--- src/rtl/mips_run_controller.sv ---
// Run sequencer for the single-cycle MIPS core: holds the core in reset, then runs it for a bounded
// number of cycles or until a halt PC, capturing a PC/ALU trace. Trace buffer built only with MIPS_RUN_TRACE_EN.
module mips_run_controller #(
    parameter int DATA_W      = 32,
    parameter int CNT_W       = 16,
    parameter int RST_CYCLES  = 2,
    parameter int TRACE_DEPTH = 16,
    localparam int AW         = $clog2(TRACE_DEPTH)
) (
    input  logic              clk,
    input  logic              reset,
    input  logic              start,
    input  logic [CNT_W-1:0]  num_cycles,
    input  logic              halt_en,
    input  logic [DATA_W-1:0] halt_pc,
    input  logic [DATA_W-1:0] pc_in,
    input  logic [DATA_W-1:0] alu_result_in,
    output logic              cpu_rst,
    output logic              cpu_clk_en,
    output logic              busy,
    output logic              done,
    output logic              halted,
    output logic [CNT_W-1:0]  cycles_run,
    input  logic [AW-1:0]     trace_rd_addr,
    output logic [DATA_W-1:0] trace_pc,
    output logic [DATA_W-1:0] trace_alu,
    output logic [AW:0]       trace_count,
    output logic              trace_overflow
);

    localparam int RST_W = (RST_CYCLES > 1) ? $clog2(RST_CYCLES) : 1;
    localparam logic [RST_W-1:0]  RST_ZERO = {RST_W{1'b0}};
    localparam logic [RST_W-1:0]  RST_ONE  = RST_W'(1);
    localparam logic [RST_W-1:0]  RST_LAST = RST_W'(RST_CYCLES - 1);
    localparam logic [CNT_W-1:0]  CNT_ZERO = {CNT_W{1'b0}};
    localparam logic [CNT_W-1:0]  CNT_ONE  = CNT_W'(1);

    typedef enum logic [1:0] {
        ST_IDLE     = 2'd0,
        ST_RST_HOLD = 2'd1,
        ST_RUN      = 2'd2,
        ST_DONE     = 2'd3
    } state_t;

    state_t              state_r;
    logic [RST_W-1:0]    rst_cnt_r;
    logic [CNT_W-1:0]    num_cycles_r;
    logic                halt_en_r;
    logic [DATA_W-1:0]   halt_pc_r;
    logic [CNT_W-1:0]    cycles_run_r;
    logic                busy_r;
    logic                done_r;
    logic                halted_r;
    logic                halt_hit_s;
    logic                run_step_s;

    // Halt detection against the PC the core presents this cycle.
    always_comb begin
        if ((state_r == ST_RUN) && halt_en_r && (pc_in == halt_pc_r)) begin
            halt_hit_s = 1'b1;
        end else begin
            halt_hit_s = 1'b0;
        end
    end

    // A run step is a RUN cycle in which the core is allowed to execute.
    always_comb begin
        if ((state_r == ST_RUN) && !halt_hit_s) begin
            run_step_s = 1'b1;
        end else begin
            run_step_s = 1'b0;
        end
    end

    // Clock enable stays combinational so the halting instruction is never clocked into the core.
    assign cpu_clk_en = run_step_s && !reset;
    assign cpu_rst    = reset || (state_r == ST_RST_HOLD);
    assign busy       = busy_r;
    assign done       = done_r;
    assign halted     = halted_r;
    assign cycles_run = cycles_run_r;

    // Main sequencer: state, latched run parameters, cycle counter and status flags.
    always_ff @(posedge clk) begin
        if (reset) begin
            state_r      <= ST_IDLE;
            rst_cnt_r    <= RST_ZERO;
            num_cycles_r <= CNT_ZERO;
            halt_en_r    <= 1'b0;
            halt_pc_r    <= {DATA_W{1'b0}};
            cycles_run_r <= CNT_ZERO;
            busy_r       <= 1'b0;
            done_r       <= 1'b0;
            halted_r     <= 1'b0;
        end else begin
            done_r <= 1'b0;
            case (state_r)
                ST_IDLE: begin
                    if (start) begin
                        num_cycles_r <= num_cycles;
                        halt_en_r    <= halt_en;
                        halt_pc_r    <= halt_pc;
                        cycles_run_r <= CNT_ZERO;
                        halted_r     <= 1'b0;
                        rst_cnt_r    <= RST_ZERO;
                        busy_r       <= 1'b1;
                        if (num_cycles == CNT_ZERO) begin
                            state_r <= ST_DONE;
                            done_r  <= 1'b1;
                        end else begin
                            state_r <= ST_RST_HOLD;
                        end
                    end
                end
                ST_RST_HOLD: begin
                    if (rst_cnt_r >= RST_LAST) begin
                        state_r <= ST_RUN;
                    end else begin
                        rst_cnt_r <= rst_cnt_r + RST_ONE;
                    end
                end
                ST_RUN: begin
                    if (halt_hit_s) begin
                        halted_r <= 1'b1;
                        state_r  <= ST_DONE;
                        done_r   <= 1'b1;
                    end else begin
                        cycles_run_r <= cycles_run_r + CNT_ONE;
                        if ((cycles_run_r + CNT_ONE) == num_cycles_r) begin
                            state_r <= ST_DONE;
                            done_r  <= 1'b1;
                        end
                    end
                end
                ST_DONE: begin
                    state_r <= ST_IDLE;
                    busy_r  <= 1'b0;
                end
                default: begin
                    state_r <= ST_IDLE;
                    busy_r  <= 1'b0;
                end
            endcase
        end
    end

`ifdef MIPS_RUN_TRACE_EN
    localparam logic [AW:0] DEPTH_C   = (AW + 1)'(TRACE_DEPTH);
    localparam logic [AW:0] TCNT_ZERO = {(AW + 1){1'b0}};
    localparam logic [AW:0] TCNT_ONE  = (AW + 1)'(1);

    logic [DATA_W-1:0] trace_pc_mem  [TRACE_DEPTH];
    logic [DATA_W-1:0] trace_alu_mem [TRACE_DEPTH];
    logic [AW:0]       trace_count_r;
    logic              trace_overflow_r;
    logic [DATA_W-1:0] trace_pc_r;
    logic [DATA_W-1:0] trace_alu_r;
    logic              trace_we_s;

    // Write only while entries remain; later samples are dropped so the earliest history survives.
    always_comb begin
        if (run_step_s && !reset && (trace_count_r < DEPTH_C)) begin
            trace_we_s = 1'b1;
        end else begin
            trace_we_s = 1'b0;
        end
    end

    // Trace storage: plain write port, no reset so it maps onto RAM.
    always_ff @(posedge clk) begin
        if (trace_we_s) begin
            trace_pc_mem[trace_count_r[AW-1:0]]  <= pc_in;
            trace_alu_mem[trace_count_r[AW-1:0]] <= alu_result_in;
        end
    end

    // Registered read port; a same-cycle write to the addressed entry returns the old contents.
    always_ff @(posedge clk) begin
        if (reset) begin
            trace_pc_r  <= {DATA_W{1'b0}};
            trace_alu_r <= {DATA_W{1'b0}};
        end else begin
            trace_pc_r  <= trace_pc_mem[trace_rd_addr];
            trace_alu_r <= trace_alu_mem[trace_rd_addr];
        end
    end

    // Fill level and overflow flag, cleared when a new run is accepted.
    always_ff @(posedge clk) begin
        if (reset) begin
            trace_count_r    <= TCNT_ZERO;
            trace_overflow_r <= 1'b0;
        end else if ((state_r == ST_IDLE) && start) begin
            trace_count_r    <= TCNT_ZERO;
            trace_overflow_r <= 1'b0;
        end else if (run_step_s) begin
            if (trace_count_r < DEPTH_C) begin
                trace_count_r <= trace_count_r + TCNT_ONE;
            end else begin
                trace_overflow_r <= 1'b1;
            end
        end
    end

    assign trace_pc       = trace_pc_r;
    assign trace_alu      = trace_alu_r;
    assign trace_count    = trace_count_r;
    assign trace_overflow = trace_overflow_r;
`else
    logic unused_trace_s;

    assign unused_trace_s = ^{trace_rd_addr, alu_result_in};
    assign trace_pc       = {DATA_W{1'b0}};
    assign trace_alu      = {DATA_W{1'b0}};
    assign trace_count    = {(AW + 1){1'b0}};
    assign trace_overflow = 1'b0;
`endif

endmodule

--- config.mk ---
export PLATFORM = sky130hd
export DESIGN_NAME = mips_run_controller
export DESIGN_NICKNAME = d
export VERILOG_FILES = /design/src/rtl/mips_run_controller.sv
export SDC_FILE = /design/constraint.sdc
export NUM_CORES = 1
export LEC_CHECK = 0
export ABC_AREA = 1
export CORE_MARGIN = 2
export CORE_UTILIZATION = 30
export DETAILED_ROUTE_END_ITERATION = 8
export SLEW_MARGIN = 40
export SYNTH_ARGS = -nofsm -noshare
export SYNTH_HDL_FRONTEND = slang
export SYNTH_SLANG_ARGS = --single-unit
--- constraint.sdc ---
create_clock -name clk -period 1.7 [get_ports clk]
set_input_delay 0.34 -clock clk [delete_from_list [all_inputs] [get_ports clk]]
set_output_delay 0.34 -clock clk [all_outputs]
set_load 0.01 [all_outputs]
==> results of run 1 <==
per-layer routing:
metal  wire (um)  track usage  vias to the layer above
met3         812      0.05905                       19
met5           0            0                        -
met2        6268       0.2874                      133
met1        5214       0.1792                     2022
met4         226      0.04771                        0
li1            -            -                     2397
worst max path at each step:
stage                                 end                  startpoint  slack, ns
6_report                       cpu_clk_en                    pc_in[1]      -0.33
4_1_cts                        cpu_clk_en  halt_pc_r[17]$_SDFFE_PP0P_      -0.39
2_1_floorplan  cycles_run[9]$_SDFFE_PP0P_     state_r[0]$_SDFFE_PP0P_      0.004
3_5_place_dp                   cpu_clk_en                   pc_in[17]      -0.89
5_1_grt                        cpu_clk_en                    pc_in[1]      -0.42
3_3_place_gp                   cpu_clk_en                   pc_in[17]      -0.89
cells by family after synthesis:
logic type      after synthesis
simple gates                305
other cells                   1
xor+xnor                     14
compound gates              115
buf+inv                     165
flops                        71
fa+ha+maj                     5
sequential cells by signal, summed over array words and instances (netlist names):
name / cells
busy: 1
cycles_run: 16
done: 1
halt_en_r: 1
halt_pc_r: 32
halted: 1
num_cycles_r: 16
rst_cnt_r: 1
state_r: 2
power breakdown:
group | leakage, nW | switching [mW] | internal [mW]
clock network | 0.159 | 0.763 | 1.26
registers | 0.592 | 0.206 | 2.04
logic | 2.52 | 1.58 | 1.31
total | 3.27 | 2.55 | 4.61
metrics by stage:
| stage | utilization | hold WS (ns) | std cells | total power, mW |
|---|---|---|---|---|
| floorplan | - | 0.4407 | 745 | 3.790 |
| global placement | 0.4198 | 0.4499 | 1024 | 4.756 |
| detailed placement | 0.4198 | 0.4517 | 1024 | 4.778 |
| CTS | 0.4539 | 0.4613 | 1044 | 6.987 |
| global route | 0.4749 | 0.4776 | 1046 | 7.650 |
| finish | 0.4749 | 0.4551 | 1046 | 7.159 |
worst register-to-register path: cells and delay by family, from the launching register on:
| family | cells | cell delay (ns) |
|---|---|---|
| and+or+nand+nor | 14 | 1.17 |
| DFF | 1 | 0.38 |
| adders and majority gates | 1 | 0.17 |
| buffers and inverters | 1 | 0.13 |
Yosys cell counts:
| master | number | area [sq um] |
|---|---|---|
| sky130_fd_sc_hd__or2_2 | 3 | 18.77 |
| sky130_fd_sc_hd__nor3_1 | 3 | 15.01 |
| sky130_fd_sc_hd__dfxtp_1 | 71 | 1421 |
| sky130_fd_sc_hd__nand3_1 | 40 | 200.2 |
| sky130_fd_sc_hd__nor4_1 | 5 | 31.28 |
| sky130_fd_sc_hd__nor2_1 | 85 | 319.1 |
| sky130_fd_sc_hd__o21bai_1 | 1 | 7.510 |
| sky130_fd_sc_hd__nand3b_1 | 2 | 15.01 |
| sky130_fd_sc_hd__o22ai_1 | 2 | 12.51 |
| sky130_fd_sc_hd__buf_2 | 1 | 5.000 |
| sky130_fd_sc_hd__inv_1 | 74 | 277.8 |
| sky130_fd_sc_hd__o21ai_2 | 1 | 8.760 |
| sky130_fd_sc_hd__xor2_1 | 5 | 43.79 |
| sky130_fd_sc_hd__xnor3_1 | 1 | 22.52 |
| sky130_fd_sc_hd__nor2_2 | 4 | 25.02 |
| sky130_fd_sc_hd__nor2_4 | 3 | 33.78 |
| sky130_fd_sc_hd__nand4_1 | 18 | 112.6 |
| sky130_fd_sc_hd__nand2_2 | 5 | 31.28 |
| sky130_fd_sc_hd__ha_1 | 5 | 62.56 |
| sky130_fd_sc_hd__and2_1 | 2 | 12.51 |
| sky130_fd_sc_hd__buf_1 | 3 | 11.26 |
| sky130_fd_sc_hd__o21ai_0 | 64 | 320.3 |
| sky130_fd_sc_hd__clkbuf_1 | 15 | 56.30 |
| sky130_fd_sc_hd__nand2_1 | 135 | 506.7 |
| sky130_fd_sc_hd__o21ai_1 | 1 | 5.000 |
| sky130_fd_sc_hd__conb_1 | 1 | 3.750 |
| sky130_fd_sc_hd__a21oi_1 | 46 | 230.2 |
| sky130_fd_sc_hd__buf_4 | 72 | 540.5 |
| sky130_fd_sc_hd__xnor2_1 | 8 | 70.07 |
layout make-up:
type                       count  area [sq um]  share of cell area
sequential                    71          1451              0.2111
multi-input combinational    509          2730              0.3970
tap                          184         230.2             0.03348
clock buffer                  12         266.5             0.03876
inverter                      74         285.3             0.04148
clock inverter                 4         52.55            0.007642
timing repair buffer         192          1861              0.2706
what timing repair did:
item	in CTS	in global routing
cloned	1	0
gates resized for setup	73	94
pin swaps	22	36
hold buffers	0	0
endpoints found under the setup margin	35	27
setup buffers	3	2
==> flow_results.org, run 1 <==
** Outcome
- The flow ran to the end, but the final reports show violations.
- Violated checks :: negative setup slack

** Final layout
- Most common library cell in the layout ignoring fill and taps :: sky130_fd_sc_hd__nand2_1
- The library cells used most frequently in the layout, excluding fill and tap cells, are sky130_fd_sc_hd__nand2_1, sky130_fd_sc_hd__nor2_1, sky130_fd_sc_hd__buf_4.
- Count of antenna diodes in the layout :: 0
- Layout cells sized above 1 :: 0.2459
- Number of nets in the layout :: 982
- Final-layout fill cell count :: 1,463
- Compared with the post-synthesis result, the final layout area differs by 55.56%.
- Summing all non-filler instances in the final layout gives an area of 6877 sq um.

** Timing
- Setup Skew :: 0.005918 ns
- After layout, the worst setup slack is -0.3310 ns.
- Final Critical Period :: 2.031 ns
- Setup violations remaining at the end of the flow were counted as 20.
- The final count of hold timing violations was 0.
- The total count of max-transition violations in the final report came to 0.
- Achievable clock frequency :: 0.4924 GHz
- Setup repair after global routing could not meet its margin everywhere.
- Summed over all failing endpoints, the final setup total negative slack is -2.602 ns.
- Final worst-path cycle share :: 1.195

** Floorplanning
- 211 I/O pins were placed.
- The die covers 15,720 sq um.
- In this run the core area contains 44 standard-cell rows.
- Die extent in y :: 125.4 um
- Die width :: 125.4 um
- Core outline area :: 14,480 sq um
- The initial utilization of the core area, before any placement, comes to 0.3053.

** Global route
- The initial antenna violation count came to 0.
- Entering global routing, the biggest net connects 56 pins.
- Wire length of the first global-routing pass :: 20,220 um
- Vias in the first global route :: 4,250
- Overall global routing resource usage :: 0.1611
- After global routing the overflow that remains totals 0.

** Setup path
- The worst register-to-register path ends at state_r[0]$_SDFFE_PP0P_.
- WS Path Type :: input pin to primary output
- Ordered cell list for the critical path :: clkdlybuf4s50_1 -> inv_1 -> o21ai_0 -> nor2_1 -> nand4_1 -> nor2_2 -> nand3_2 -> nor2_4 -> nor3_2 -> buf_2
- In this design, the stage delay of the slowest critical-path cell is 0.40 ns.
- Worst-case reg-to-reg path depth :: 16
- CP top delay family :: simple AND/OR/NAND/NOR gates
- Of all nets on the critical path, the largest fanout is 2.
- The critical path runs through a total of 10 cells.
- Worst reg2reg setup slack :: -0.22 ns
- Sum of buffers and inverters on the critical path :: 3
- WP data required :: 1.36 ns
- In this run the critical register-to-register path is launched from cycles_run[1]$_SDFFE_PP0P_.
- CP max-delay cell :: sky130_fd_sc_hd__clkdlybuf4s50_1
- STA classifies the critical path endpoint as a primary output.
- Startpoint type of the worst setup path :: input pin
- Arr. time, crit path :: 1.69 ns

** Place
- Count of buffers from port buffering :: 104
- At the end of routability-driven placement, the weighted congestion stood at 0.8040.
- Summing all placed instances gives a cell area of 6078 sq um.
- Worst slack after detailed placement :: -0.8857 ns
- DP Wirelength :: 9415 um

** Min path
- Class of the tightest hold or removal check :: register to register
- The worst hold path begins at halt_pc_r[11]$_SDFFE_PP0P_.
- The worst hold path terminates at halt_pc_r[11]$_SDFFE_PP0P_.
- The worst hold path passes through 2 cells.

** Detailed routing
- Detailed router's first-iteration violation count :: 186
- The routed layout has 4,571 vias.
- In this run the remaining antenna-violating nets after routing total 0.
- WL final :: 12,520 um
- First-pass iteration count of the detailed router :: 4
- Post-detailed-route via-to-cell ratio :: 4.370
- In the final routed layout, each cell accounts on average for 11.97 um.
- After detailed routing, the number of remaining DRC violations is 0.

** Synthesis
- A synthesized cell averages 6.539 sq um.
- For this run, the register share of the synthesized area comes to 0.3215.
- Of the post-synthesis cell area, the part taken by muxes is 0.
- By area, the combinational part of the netlist is dominated by simple AND/OR/NAND/NOR gates.
- Number of instances in the synthesized netlist :: 676
- The area fraction in compound gates after synthesis is 0.1322.
- Number of library cell types mapped by synthesis :: 29
- Of the total synthesized cell area, the portion taken by AND, OR, NAND and NOR gates is 0.2989.
- Post-synthesis cell area :: 4420 sq um
- Counting flops and latches in the post-synthesis netlist gives 71.
- Yosys printed 0 warnings.
- Adder-cell share of the synthesized area :: 0.01415
- Xor and xnor fraction of the mapped netlist area :: 0.03085

** Clock network
- The H-tree was split into 3 levels.
- Number of clock sinks :: 71
- After clock tree synthesis, the clock-pin slew on the worst setup and hold paths is 0.06 ns.
- TritonCTS clock tree :: done
- In this run the deepest clock path goes through 2 buffers.
- Clock tree root driver cell :: sky130_fd_sc_hd__clkbuf_16
- CTS Buf Count :: 9
- At the later pin of the worst-skew pair, clock insertion delay measures 0.34 ns.

** Pwr
- The analysis attributes to cell leakage a power of 3.272 nW.
- Power density over cell area :: 1041 nW/um^2
- IR analysis of the VDD net gives a maximum drop of 0.7102 mV.

** Flow run
- Across the run, the number of max-cap violations was 0.
Note: power is estimated with default switching activity, not from simulation.
==> inputs of run 2 (changes only) <==
--- a/config.mk
+++ b/config.mk
@@ -9,6 +9,7 @@
 export CORE_MARGIN = 2
 export CORE_UTILIZATION = 30
 export DETAILED_ROUTE_END_ITERATION = 8
+export SKIP_LAST_GASP = 1
 export SLEW_MARGIN = 40
 export SYNTH_ARGS = -nofsm -noshare
 export SYNTH_HDL_FRONTEND = slang
==> flow_results.org, run 2 (synthesis gave the netlist of run 1 again) <==
** Final layout
- The top cell types in the final layout, fill and taps aside, are sky130_fd_sc_hd__nand2_1, sky130_fd_sc_hd__nor2_1, sky130_fd_sc_hd__clkdlybuf4s50_1, sky130_fd_sc_hd__buf_4, sky130_fd_sc_hd__conb_1.
- Largest register FFs :: 32 (unchanged)
- The share of final-layout standard cells stronger than drive strength 1 was 0.2459 (unchanged).
- halt_pc_r holds more flip-flops than any other register.
- Area Overhead vs Synth :: 55.45% (about the same)
- The total non-filler cell area in the finished layout came to 6872 sq um (about the same).
- The antenna diode count is 0 (unchanged).
- Final-layout fill cell count :: 1,463 (unchanged)
- Number of nets in the layout :: 982 (unchanged)
- Leaving out fill and tap cells, the most frequent cell in the layout is sky130_fd_sc_hd__nand2_1.

** Floorplanning
- The die span in x came to 125.4 um (unchanged).
- Core outline area :: 14,480 sq um (unchanged)
- Die extent in y :: 125.4 um (unchanged)
- The number of core rows was 44 (unchanged).
- Area of the die :: 15,720 sq um (unchanged)
- Initial standard-cell utilization of the core :: 0.3053 (unchanged)
- Ports placed on the boundary :: 211 (unchanged)

** Flow run
- Number of violations of the max-capacitance limit :: 0 (unchanged)

** Timing
- Setup repair after global routing could not meet its margin everywhere.
- Summed negative setup slack over all endpoints :: -2.597 ns (+0.005280 ns)
- The final count of hold timing violations is 0 (unchanged).
- Achievable clock frequency :: 0.4924 GHz (unchanged)
- Final Critical Period :: 2.031 ns (unchanged)
- Min setup slack post-route :: -0.3310 ns (unchanged)
- Final Max Tran Viols :: 0 (unchanged)
- The number of setup violations in the final report is 21 (+5.0%).
- Worst slack on hold paths :: 0.4551 ns (unchanged)
- Final worst-path cycle share :: 1.195 (unchanged)
- Setup Skew :: 0.006393 ns (+0.0004756 ns)

** Setup path
- Startpoint type of the worst setup path :: input pin
- Worst-case reg-to-reg path depth :: 16 (unchanged)
- The critical path data required time came to 1.36 ns (about the same).
- WS Path Type :: input pin to primary output
- Crit Reg-Reg Startpoint :: cycles_run[1]$_SDFFE_PP0P_
- Crit-path max FO :: 2 (unchanged)
- The most critical setup path has its startpoint at pc_in[1].
- The setup slack on the worst flop-to-flop path came to -0.21 ns (about the same).
- The worst setup path is captured at a primary output.
- Destination of the worst register-to-register timing path :: state_r[0]$_SDFFE_PP0P_
- Arr. time, crit path :: 1.69 ns (about the same)

** Clock network
- The TritonCTS sink count came to 71 (unchanged).
- H-tree levels :: 3 (unchanged)
- CTS max path bufs :: 2 (unchanged)
- Clock network latency to the later pin of the worst-skew pair :: 0.34 ns (about the same)
- Clock tree root driver cell :: sky130_fd_sc_hd__clkbuf_16
- CTS Hold Buffers Added :: 0 (unchanged)
- TritonCTS built the clock tree.
- CTS Buf Count :: 9 (unchanged)
- Worst-path clk slew :: 0.06 ns (about the same)

** Place
- Area of placed instances :: 6078 sq um (unchanged)
- DP Wirelength :: 9415 um (unchanged)
- RD Place Congestion :: 0.8040 (unchanged)
- The setup slack at placement came to -0.8857 ns (unchanged).
- The number of buffer cells added on primary ports was 104 (unchanged).

** Global route
- Overflow after GRT :: 0 (unchanged)
- The largest net degree at the start of global routing is 56 (unchanged).
- The global-route wire length before repair is 20,220 um (unchanged).
- Vias in the first global route :: 4,250 (unchanged)
- Initial antenna violation count :: 0 (unchanged)
- Overall global routing resource usage :: 0.1611 (unchanged)

** Pwr
- The static power due to leakage came to 3.234 nW (-1.1%).
- The power density of the placed cells is 1042 nW/um^2 (about the same).
- The sum of internal, switching and leakage power is 7.158 mW (about the same).
- Highest ir drop seen on vdd :: 0.7103 mV (about the same)

** Detailed routing
- WL final :: 12,520 um (about the same)
- The number of design-rule violations left by the first detailed-router iteration came to 185 (-0.54%).
- The total via count in the routed design came to 4,574 (+0.066%).
- Post-detailed-route via-to-cell ratio :: 4.373 (about the same)
- The number of remaining DRC errors was 0 (unchanged).
- The number of iterations in the first detailed-routing pass was 4 (unchanged).
- The number of antenna-violating nets in the routed design is 0 (unchanged).
- Wire per inst :: 11.97 um (about the same)

** Outcome
- The checks that failed: negative setup slack.
- The flow ran to the end, but the final reports show violations.

** Min path
- The number of instances on the worst hold path came to 2 (unchanged).
- The startpoint identified for the worst hold timing path is halt_pc_r[11]$_SDFFE_PP0P_.
- Worst Hold End :: halt_pc_r[11]$_SDFFE_PP0P_
- In this run the worst hold path is classified as register to register.
run 2: cell types whose count changed in the layout (fill, tap and decap cells not counted), sizes merged:
cell,previous run,this run
clkdlybuf4s50,72,74
dlymetal6s2s,18,16
run 2: area by class of cell:
type,instances,area [sq um],area share
Multi-Input combinational cell,509,2730,0.3973
Timing Repair Buffer,192,1856,0.2700
Sequential cell,71,1451,0.2112
Inverter,74,285.3,0.04151
Clock buffer,12,266.5,0.03878
Tap cell,184,230.2,0.03350
Clock inverter,4,52.55,0.007647
run 2: metrics by stage:
step,util,std cells
floorplan,-,745
global placement,0.4198,1024
detailed placement,0.4198,1024
CTS,0.4537,1044
global route,0.4746,1046
finish,0.4746,1046
run 2: worst max-delay path by stage:
stage	to	slack (ns)	cells after the start
floorplan	cycles_run[9]$_SDFFE_PP0P_	0.004	11
global placement	cpu_clk_en	-0.89	8
detailed placement	cpu_clk_en	-0.89	8
CTS	cpu_clk_en	-0.39	8
global route	cpu_clk_en	-0.42	10
finish	cpu_clk_en	-0.33	10
run 2: layer usage:
metal,global-route usage,part of all wire
met5,0,0
met4,0.04771,0.018
met3,0.05905,0.066
met2,0.2874,0.50
met1,0.1792,0.41
run 2: worst max-delay path, stage by stage:
cell and delay [ns]:
sky130_fd_sc_hd__clkdlybuf4s50_1 0.40, sky130_fd_sc_hd__inv_1 0.08, sky130_fd_sc_hd__o21ai_0 0.09, sky130_fd_sc_hd__nor2_1 0.09, sky130_fd_sc_hd__nand4_1 0.10, sky130_fd_sc_hd__nor2_2 0.14, sky130_fd_sc_hd__nand3_2 0.11, sky130_fd_sc_hd__nor2_4 0.16
sky130_fd_sc_hd__nor3_2 0.05, sky130_fd_sc_hd__buf_2 0.14
run 2: power breakdown:
part / switching (mW) / internal (mW) / leakage, nW / total, mW
combinational: 1.58 / 1.31 / 2.48 / 2.89
clock: 0.762 / 1.26 / 0.159 / 2.02
sequential: 0.206 / 2.04 / 0.592 / 2.24
run 2: timing repair:
action	CTS	global route
cloned	1	0
setup buffers	3	2
pin swaps	22	36
endpoints found under the setup margin	35	27
resized for setup	72	93
